## src/rtl/vga_draw_pkg.sv

```systemverilog
// Shared types for the VGA drawing engine: coordinates, deltas, FSM states.
// Default screen geometry and a small signed helper live here too.
package vga_draw_pkg;

  localparam int WIDTH_DEF  = 640;
  localparam int HEIGHT_DEF = 480;

  typedef logic [9:0]         xcoord_t;
  typedef logic [8:0]         ycoord_t;
  typedef logic signed [11:0] delta_t;

  typedef enum logic [2:0] {
    IDLE,
    LINE_INIT,
    LINE_DRAW,
    CLEAR,
    FINISH
`ifdef VGA_LINE_PLOTTER_FRAME_SYNC_EN
    ,WAIT_FRAME
`endif
  } plot_state_t;

  function automatic delta_t abs_diff(delta_t a, delta_t b);
    delta_t d;
    d = a - b;
    return d[11] ? -d : d;
  endfunction

endpackage

```

## src/rtl/vga_line_plotter_line_step_core.sv

```systemverilog
// Combinational Bresenham step: next error term and next point.
// Ports: err/dx/dy, step directions, current and end point in; next err/point, at_end out.
module line_step_core
  import vga_draw_pkg::*;
(
  input  delta_t  i_err,
  input  delta_t  i_dx,
  input  delta_t  i_dy,
  input  logic    i_sx_neg,
  input  logic    i_sy_neg,
  input  xcoord_t i_x,
  input  ycoord_t i_y,
  input  xcoord_t i_x_end,
  input  ycoord_t i_y_end,
  output delta_t  o_err,
  output xcoord_t o_x,
  output ycoord_t o_y,
  output logic    o_at_end
);

  logic signed [12:0] w_e2;
  logic signed [12:0] w_dx13;
  logic signed [12:0] w_dy13;
  logic               w_step_x;
  logic               w_step_y;

  assign w_e2     = {i_err, 1'b0};
  assign w_dx13   = i_dx;
  assign w_dy13   = i_dy;
  assign w_step_x = (w_e2 >= w_dy13);
  assign w_step_y = (w_e2 <= w_dx13);
  assign o_at_end = (i_x == i_x_end) && (i_y == i_y_end);

  always_comb begin
    o_err = i_err;
    o_x   = i_x;
    o_y   = i_y;
    if (w_step_x) begin
      o_err = o_err + i_dy;
      o_x   = i_sx_neg ? i_x - 10'd1 : i_x + 10'd1;
    end
    if (w_step_y) begin
      o_err = o_err + i_dx;
      o_y   = i_sy_neg ? i_y - 9'd1 : i_y + 9'd1;
    end
  end

endmodule

```

## src/rtl/vga_line_plotter.sv

```systemverilog
// Line / clear drawing engine feeding a framebuffer write port, one pixel per clock.
// Ports: start/clear commands, line operands and colours in; busy, done, x/y/pixel_color/pixel_write out.
// Optional VGA_LINE_PLOTTER_FRAME_SYNC_EN: accepted commands wait for the next frame_start.
module vga_line_plotter
  import vga_draw_pkg::*;
#(
  parameter int WIDTH  = WIDTH_DEF,
  parameter int HEIGHT = HEIGHT_DEF
) (
  input  logic    clk,
  input  logic    rst,
  input  logic    start,
  input  logic    clear,
  input  xcoord_t x0,
  input  ycoord_t y0,
  input  xcoord_t x1,
  input  ycoord_t y1,
  input  logic    color,
  input  logic    clear_color,
  input  logic    frame_start,
  output logic    busy,
  output logic    done,
  output xcoord_t x,
  output ycoord_t y,
  output logic    pixel_color,
  output logic    pixel_write
);

  localparam xcoord_t XLAST = xcoord_t'(WIDTH - 1);
  localparam ycoord_t YLAST = ycoord_t'(HEIGHT - 1);

  plot_state_t r_state;
  xcoord_t     r_cx;
  ycoord_t     r_cy;
  xcoord_t     r_x1;
  ycoord_t     r_y1;
  logic        r_col;
  delta_t      r_dx;
  delta_t      r_dy;
  delta_t      r_err;
  logic        r_sxn;
  logic        r_syn;
  logic        r_busy;
  logic        r_done;
  xcoord_t     r_x;
  ycoord_t     r_y;
  logic        r_pc;
  logic        r_pw;
`ifdef VGA_LINE_PLOTTER_FRAME_SYNC_EN
  logic        r_is_clear;
`endif

  delta_t  w_dx;
  delta_t  w_dy;
  delta_t  w_nerr;
  xcoord_t w_nx;
  ycoord_t w_ny;
  logic    w_at_end;
  xcoord_t w_clr_nx;
  ycoord_t w_clr_ny;
  logic    w_clr_last;

  function automatic logic on_screen(xcoord_t px, ycoord_t py);
    return (px <= XLAST) && (py <= YLAST);
  endfunction

  assign w_dx = abs_diff($signed({2'b00, r_x1}), $signed({2'b00, r_cx}));
  assign w_dy = -abs_diff($signed({3'b000, r_y1}), $signed({3'b000, r_cy}));

  line_step_core u_step (
    .i_err    (r_err),
    .i_dx     (r_dx),
    .i_dy     (r_dy),
    .i_sx_neg (r_sxn),
    .i_sy_neg (r_syn),
    .i_x      (r_cx),
    .i_y      (r_cy),
    .i_x_end  (r_x1),
    .i_y_end  (r_y1),
    .o_err    (w_nerr),
    .o_x      (w_nx),
    .o_y      (w_ny),
    .o_at_end (w_at_end)
  );

  // Raster cursor for the clear fill: x wraps at the last column.
  assign w_clr_last = (r_cx == XLAST) && (r_cy == YLAST);

  always_comb begin
    w_clr_nx = r_cx + 10'd1;
    w_clr_ny = r_cy;
    if (r_cx == XLAST) begin
      w_clr_nx = '0;
      w_clr_ny = r_cy + 9'd1;
    end
  end

  always_ff @(posedge clk or posedge rst) begin
    if (rst) begin
      r_state <= IDLE;
      r_cx    <= '0;
      r_cy    <= '0;
      r_x1    <= '0;
      r_y1    <= '0;
      r_col   <= 1'b0;
      r_dx    <= '0;
      r_dy    <= '0;
      r_err   <= '0;
      r_sxn   <= 1'b0;
      r_syn   <= 1'b0;
      r_busy  <= 1'b0;
      r_done  <= 1'b0;
      r_x     <= '0;
      r_y     <= '0;
      r_pc    <= 1'b0;
      r_pw    <= 1'b0;
`ifdef VGA_LINE_PLOTTER_FRAME_SYNC_EN
      r_is_clear <= 1'b0;
`endif
    end else begin
      r_done <= 1'b0;
      r_pw   <= 1'b0;
      unique case (r_state)
        IDLE: begin
          if (clear) begin
            r_busy <= 1'b1;
            r_col  <= clear_color;
            r_cx   <= '0;
            r_cy   <= '0;
`ifdef VGA_LINE_PLOTTER_FRAME_SYNC_EN
            r_is_clear <= 1'b1;
            r_state    <= WAIT_FRAME;
`else
            // First fill pixel is presented as the command is accepted.
            r_x     <= '0;
            r_y     <= '0;
            r_pc    <= clear_color;
            r_pw    <= 1'b1;
            r_state <= CLEAR;
`endif
          end else if (start) begin
            r_busy  <= 1'b1;
            r_col   <= color;
            r_cx    <= x0;
            r_cy    <= y0;
            r_x1    <= x1;
            r_y1    <= y1;
`ifdef VGA_LINE_PLOTTER_FRAME_SYNC_EN
            r_is_clear <= 1'b0;
            r_state    <= WAIT_FRAME;
`else
            r_state <= LINE_INIT;
`endif
          end
        end
`ifdef VGA_LINE_PLOTTER_FRAME_SYNC_EN
        WAIT_FRAME: begin
          if (frame_start) begin
            if (r_is_clear) begin
              r_x     <= '0;
              r_y     <= '0;
              r_pc    <= r_col;
              r_pw    <= 1'b1;
              r_state <= CLEAR;
            end else begin
              r_state <= LINE_INIT;
            end
          end
        end
`endif
        LINE_INIT: begin
          // Setup and the first point are registered together.
          r_dx    <= w_dx;
          r_dy    <= w_dy;
          r_err   <= w_dx + w_dy;
          r_sxn   <= !(r_cx < r_x1);
          r_syn   <= !(r_cy < r_y1);
          r_x     <= r_cx;
          r_y     <= r_cy;
          r_pc    <= r_col;
          r_pw    <= on_screen(r_cx, r_cy);
          r_state <= LINE_DRAW;
        end
        LINE_DRAW: begin
          // The point on the outputs now is the cursor; stop once it is the end.
          if (w_at_end) begin
            r_done  <= 1'b1;
            r_state <= FINISH;
          end else begin
            r_err <= w_nerr;
            r_cx  <= w_nx;
            r_cy  <= w_ny;
            r_x   <= w_nx;
            r_y   <= w_ny;
            r_pc  <= r_col;
            r_pw  <= on_screen(w_nx, w_ny);
          end
        end
        CLEAR: begin
          if (w_clr_last) begin
            r_done  <= 1'b1;
            r_state <= FINISH;
          end else begin
            r_cx <= w_clr_nx;
            r_cy <= w_clr_ny;
            r_x  <= w_clr_nx;
            r_y  <= w_clr_ny;
            r_pc <= r_col;
            r_pw <= 1'b1;
          end
        end
        FINISH: begin
          r_busy  <= 1'b0;
          r_state <= IDLE;
        end
        default: begin
          r_busy  <= 1'b0;
          r_state <= IDLE;
        end
      endcase
    end
  end

  assign busy        = r_busy;
  assign done        = r_done;
  assign x           = r_x;
  assign y           = r_y;
  assign pixel_color = r_pc;
  assign pixel_write = r_pw;

`ifndef VGA_LINE_PLOTTER_FRAME_SYNC_EN
  logic w_unused;
  assign w_unused = frame_start;
`endif

endmodule

```

## config.mk

```make
export PLATFORM = sky130hd
export DESIGN_NAME = vga_line_plotter
export DESIGN_NICKNAME = d
export VERILOG_FILES = /design/src/rtl/vga_draw_pkg.sv /design/src/rtl/vga_line_plotter_line_step_core.sv /design/src/rtl/vga_line_plotter.sv
export SDC_FILE = /design/constraint.sdc
export NUM_CORES = 1
export LEC_CHECK = 0
export CAP_MARGIN = 20
export CORE_MARGIN = 5
export CORE_UTILIZATION = 48
export CTS_BUF_LIST = sky130_fd_sc_hd__clkbuf_2
export CTS_CLUSTER_DIAMETER = 80
export CTS_CLUSTER_SIZE = 40
export DETAILED_ROUTE_END_ITERATION = 6
export DONT_BUFFER_PORTS = 1
export GPL_ROUTABILITY_DRIVEN = 0
export MAX_ROUTING_LAYER = met4
export PLACE_DENSITY_LB_ADDON = 0.25
export SLEW_MARGIN = 20
export SYNTH_ARGS = -nofsm -noshare
export SYNTH_HDL_FRONTEND = slang
export SYNTH_SLANG_ARGS = --single-unit
```

## constraint.sdc

```tcl
create_clock -name clk -period 5.8 [get_ports clk]
set_clock_uncertainty 0.2 [all_clocks]
set_input_delay 0.58 -clock clk [delete_from_list [all_inputs] [get_ports clk]]
set_output_delay 0.58 -clock clk [all_outputs]
set_load 0.02 [all_outputs]
```

==> impl_results.md <==
* Die footprint at around 22,000 um^2
* Drt wl/cell at 17.9 um
* Leakage at ~4.3 nW
* Distinct cells, synth at between 80 and 90
* Worst min path class: in2reg
* Most instantiated cells after synthesis: nand2_1 (105), dfrtp_1 (103), nor2_1 (97)
* Met3 wire len at between 1000 and 1500 um
* Initial antenna violation count at 1
* Final setup viols at 0
* Sequential area share after synthesis at between 20% and 30%
* CTS tree: built
* Placement Rows at 50
* Largest net degree at the start of global routing at 62
* Finished Cell Area at around 9700 um^2
* Final nets at between 1,000 and 1,500
* P_sw at roughly 3.3 mW
* Slew of the pin with the lowest slew margin at roughly 0.98 ns
* CP startpoint kind: flip-flop
* Post-route minimum period at between 5 and 6 ns
* CTS root buffer: clkbuf_2
* TNS Setup at 0 ns
* Die Wd at 147 um
* Top cell type's share of synthesized area at between 20% and 30%
* CP delay by family, top: compound AO/OA/AOI/OAI gates
* RSZ-0062 raised after global routing: no
* Cell area after placement at between 9000 and 10,000 um^2
* Max stage delay cell, worst path: dfrtp_1
* Avg Cell Area, Syn at 8.27 um^2
* Crit path arrival time at 5.71 ns
* First-pass DRT Iterations at 6
* Layout cells sized above 1 at around a tenth
* Ys async rst share at between 90% and 100%
* Yosys warns at 0
* Core area at ~19,000 um^2
* Number of global-route vias before repair at 7,515
* Syn-to-layout area delta at 7.71%
* Routed vias at approximately 8,000
* Synth top area cells: dfrtp_1 (29%), ha_1 (11%), a21oi_1 (4.9%), o21ai_0 (4.9%), mux2_2 (4.6%)
* Flop and latch count out of synthesis at ~100
* Relative slew slack at between 30% and 40%
* Wire length on met1 at around 11,000 um
* Detailed Route Iter0 Violations at 579
* Internal power at between 2 and 3 mW
* Residual DRC count at 0
* Slew Limit Fails at 0
* Power after layout at approximately 6.2 mW
* Net count after synthesis at ~1,200
* Top achievable clock speed at 188 MHz
* Worst-path maximum fanout at 10
* Count leader, synth: nand2_1
* Status: completed
* PortBufs at 0
* Synth area leader: dfrtp_1
* Power share of the sequential group at 20.2%
* CP Data Required Time at a little over 6 ns
* Post-Place Setup Slack at roughly 0.63 ns
* H-tree Lvls at 3
* Sw frac at 52.4%
* Global Route Usage Sum at between 20% and 30%
* First-pass GRT wire length at around 40,000 um
* Crit path cell chain: inv_1, ha_1, a21oi_1, nor2_1, a211oi_1, nand2_1, nand2_1, o21ai_0, xnor2_1, inv_1, ha_1, a21o_1, a21oi_1, o21ai_0, a31oi_1, o21ai_0, o21a_1, o21ai_0, nand2b_1, o32a_1, nand2_1
* Mapped Cells at between 1,000 and 1,500
* Buffer depth of the longest clock path at 2
* Clock sink total at between 100 and 150
* VDD IR-drop max at 0.515 mV
* Synth Cell Area at approximately 9000 um^2
* # IOs at 68
* Final Hold Viols at 0
* Grt ovf at 0
* Clk_lat worst skew at 0.62 ns
* Die Y at 147 um
* Num CTS Buffers at 9
* Final setup margin at 0.479 ns
* Post-cts sizing count at 0
* Pwr dens at between 600 and 700 nW/um^2
* Clk pwr share at approximately 5.3%
* Metal2 WL at approximately 11,000 um
* Final WL at between 20,000 and 25,000 um
* Post-synth EDFFs at 0
* Reg clk slew, reported paths at 0.30 ns
* Top routing layer used: met4
* HPWL after DPL at 18,500 um
* Tcrit/Tclk final at about nine tenths
* Comb pwr share at 74.5%
* Remaining antenna violation count at 0
* Vias per Instance at between 6 and 7
* Max stage delay on crit path at ~0.57 ns
* Top FF cell, synth: dfrtp_1
* Initial Util at around half
* WP buf/inv at 2
* Crit Path Class: reg2reg
* CP endpoint kind: flip-flop
* CP dominant cell by count: o21ai_0
* Max-Cap Viols at 0
state kept, by name (all words and copies together) (netlist names), 3 cells and up:
register,count
r_cx,10
r_cy,9
r_dx,12
r_dy,12
r_err,12
r_state,3
r_x1,10
r_y1,9
x,10
y,9
kinds of logic after synthesis:
logic type,after synthesis,synth area share [%]
DFF,103,28.5
and+or+nand+nor,360,19.5
xor gates and xnor gates,65,6.63
AOI/OAI and AO/OA,315,21.8
adders and majority gates,87,12.5
muxes,49,6.00
buffers and inverters,114,5.13
per-layer routing:
| layer | global-route usage, % | vias up |
|---|---|---|
| li1 | - | 3973 |
| met1 | 31.8 | 3869 |
| met2 | 35.3 | 251 |
| met3 | 3.27 | 32 |
| met4 | 4.71 | 0 |
| met5 | - | - |
repair_timing:
| action | 4_1_cts | 5_1_grt |
|---|---|---|
| hold buffers | 42 | 0 |
| hold endpoints to repair | 100 | 0 |
| setup buffers | 0 | 0 |
power groups by stage:
stage	Clock, mW	Sequential [mW]	Combinational (mW)
detailed placement	0	1.27	4.55
floorplan	0	1.15	3.70
CTS	0.342	1.25	4.61
finish	0.331	1.26	4.64
global route	0.362	1.29	5.20
global placement	0	1.26	4.48
tightest hold or removal path: stages:
cell and delay [ns]:
nor2_1 0.11, nor3_1 0.06, nor2_1 0.08, nor2_1 0.04
through the flow:
| stage | hold WS [ns] | std cells | util, % |
|---|---|---|---|
| floorplan | 0.244 | 1093 | - |
| global placement | 0.269 | 1293 | 49.5 |
| detailed placement | 0.276 | 1293 | 49.5 |
| CTS | 0.000601 | 1351 | 52.2 |
| global route | 0.0625 | 1352 | 52.2 |
| finish | 0.0384 | 1352 | 52.2 |
cell type report:
class	instances	area [um^2]
Clock inverter	6	45.0
Inverter	70	265
Multi-Input combinational cell	876	6010
Timing Repair Buffer	52	495
Clock buffer	10	50.0
Sequential cell	103	2580
Tap cell	234	293
Fill cell	1795	8900
Antenna cell	1	2.50
final timing paths:
check,cells past startpoint,start,endpoint,slack (ns)
max in group asynchronous,3,rst,r_err[2],3.96
worst min-delay path,4,start,busy,0.04
worst min register to register,2,r_dy[11],r_dy[11],0.32
worst max-delay path,21,r_cy[6],r_err[11],0.48
min in group asynchronous,2,rst,y[2],0.34
worst max register to register,21,r_cy[6],r_err[11],0.48
cell usage in the layout, fill, tap and decap left out, types with 7 or more instances in the layout:
cell	synthesis	final
mux2i_1	10	10
and2_1	8	7
a31oi_1	18	18
nand3_1	25	25
xor2_1	20	20
dlygate4sd3_1	0	42
clkbuf_2	1	10
or2_2	9	9
nor2_1	97	97
o31ai_1	7	7
or3_1	9	9
a21oi_1	89	89
dfrtp_1	103	103
and3_1	10	10
mux2_2	37	37
a21o_1	16	16
ha_1	82	82
o21bai_1	8	8
nand2_1	105	105
o21ai_0	89	89
o22ai_1	8	8
nor4_1	9	9
inv_1	70	69
xnor2_1	41	41
nand4_1	12	12
nand2b_1	10	10
nor2b_1	13	13
nor3_1	26	26
a211oi_1	11	11
buf_4	5	10
Note: power is estimated with default switching activity, not from simulation.
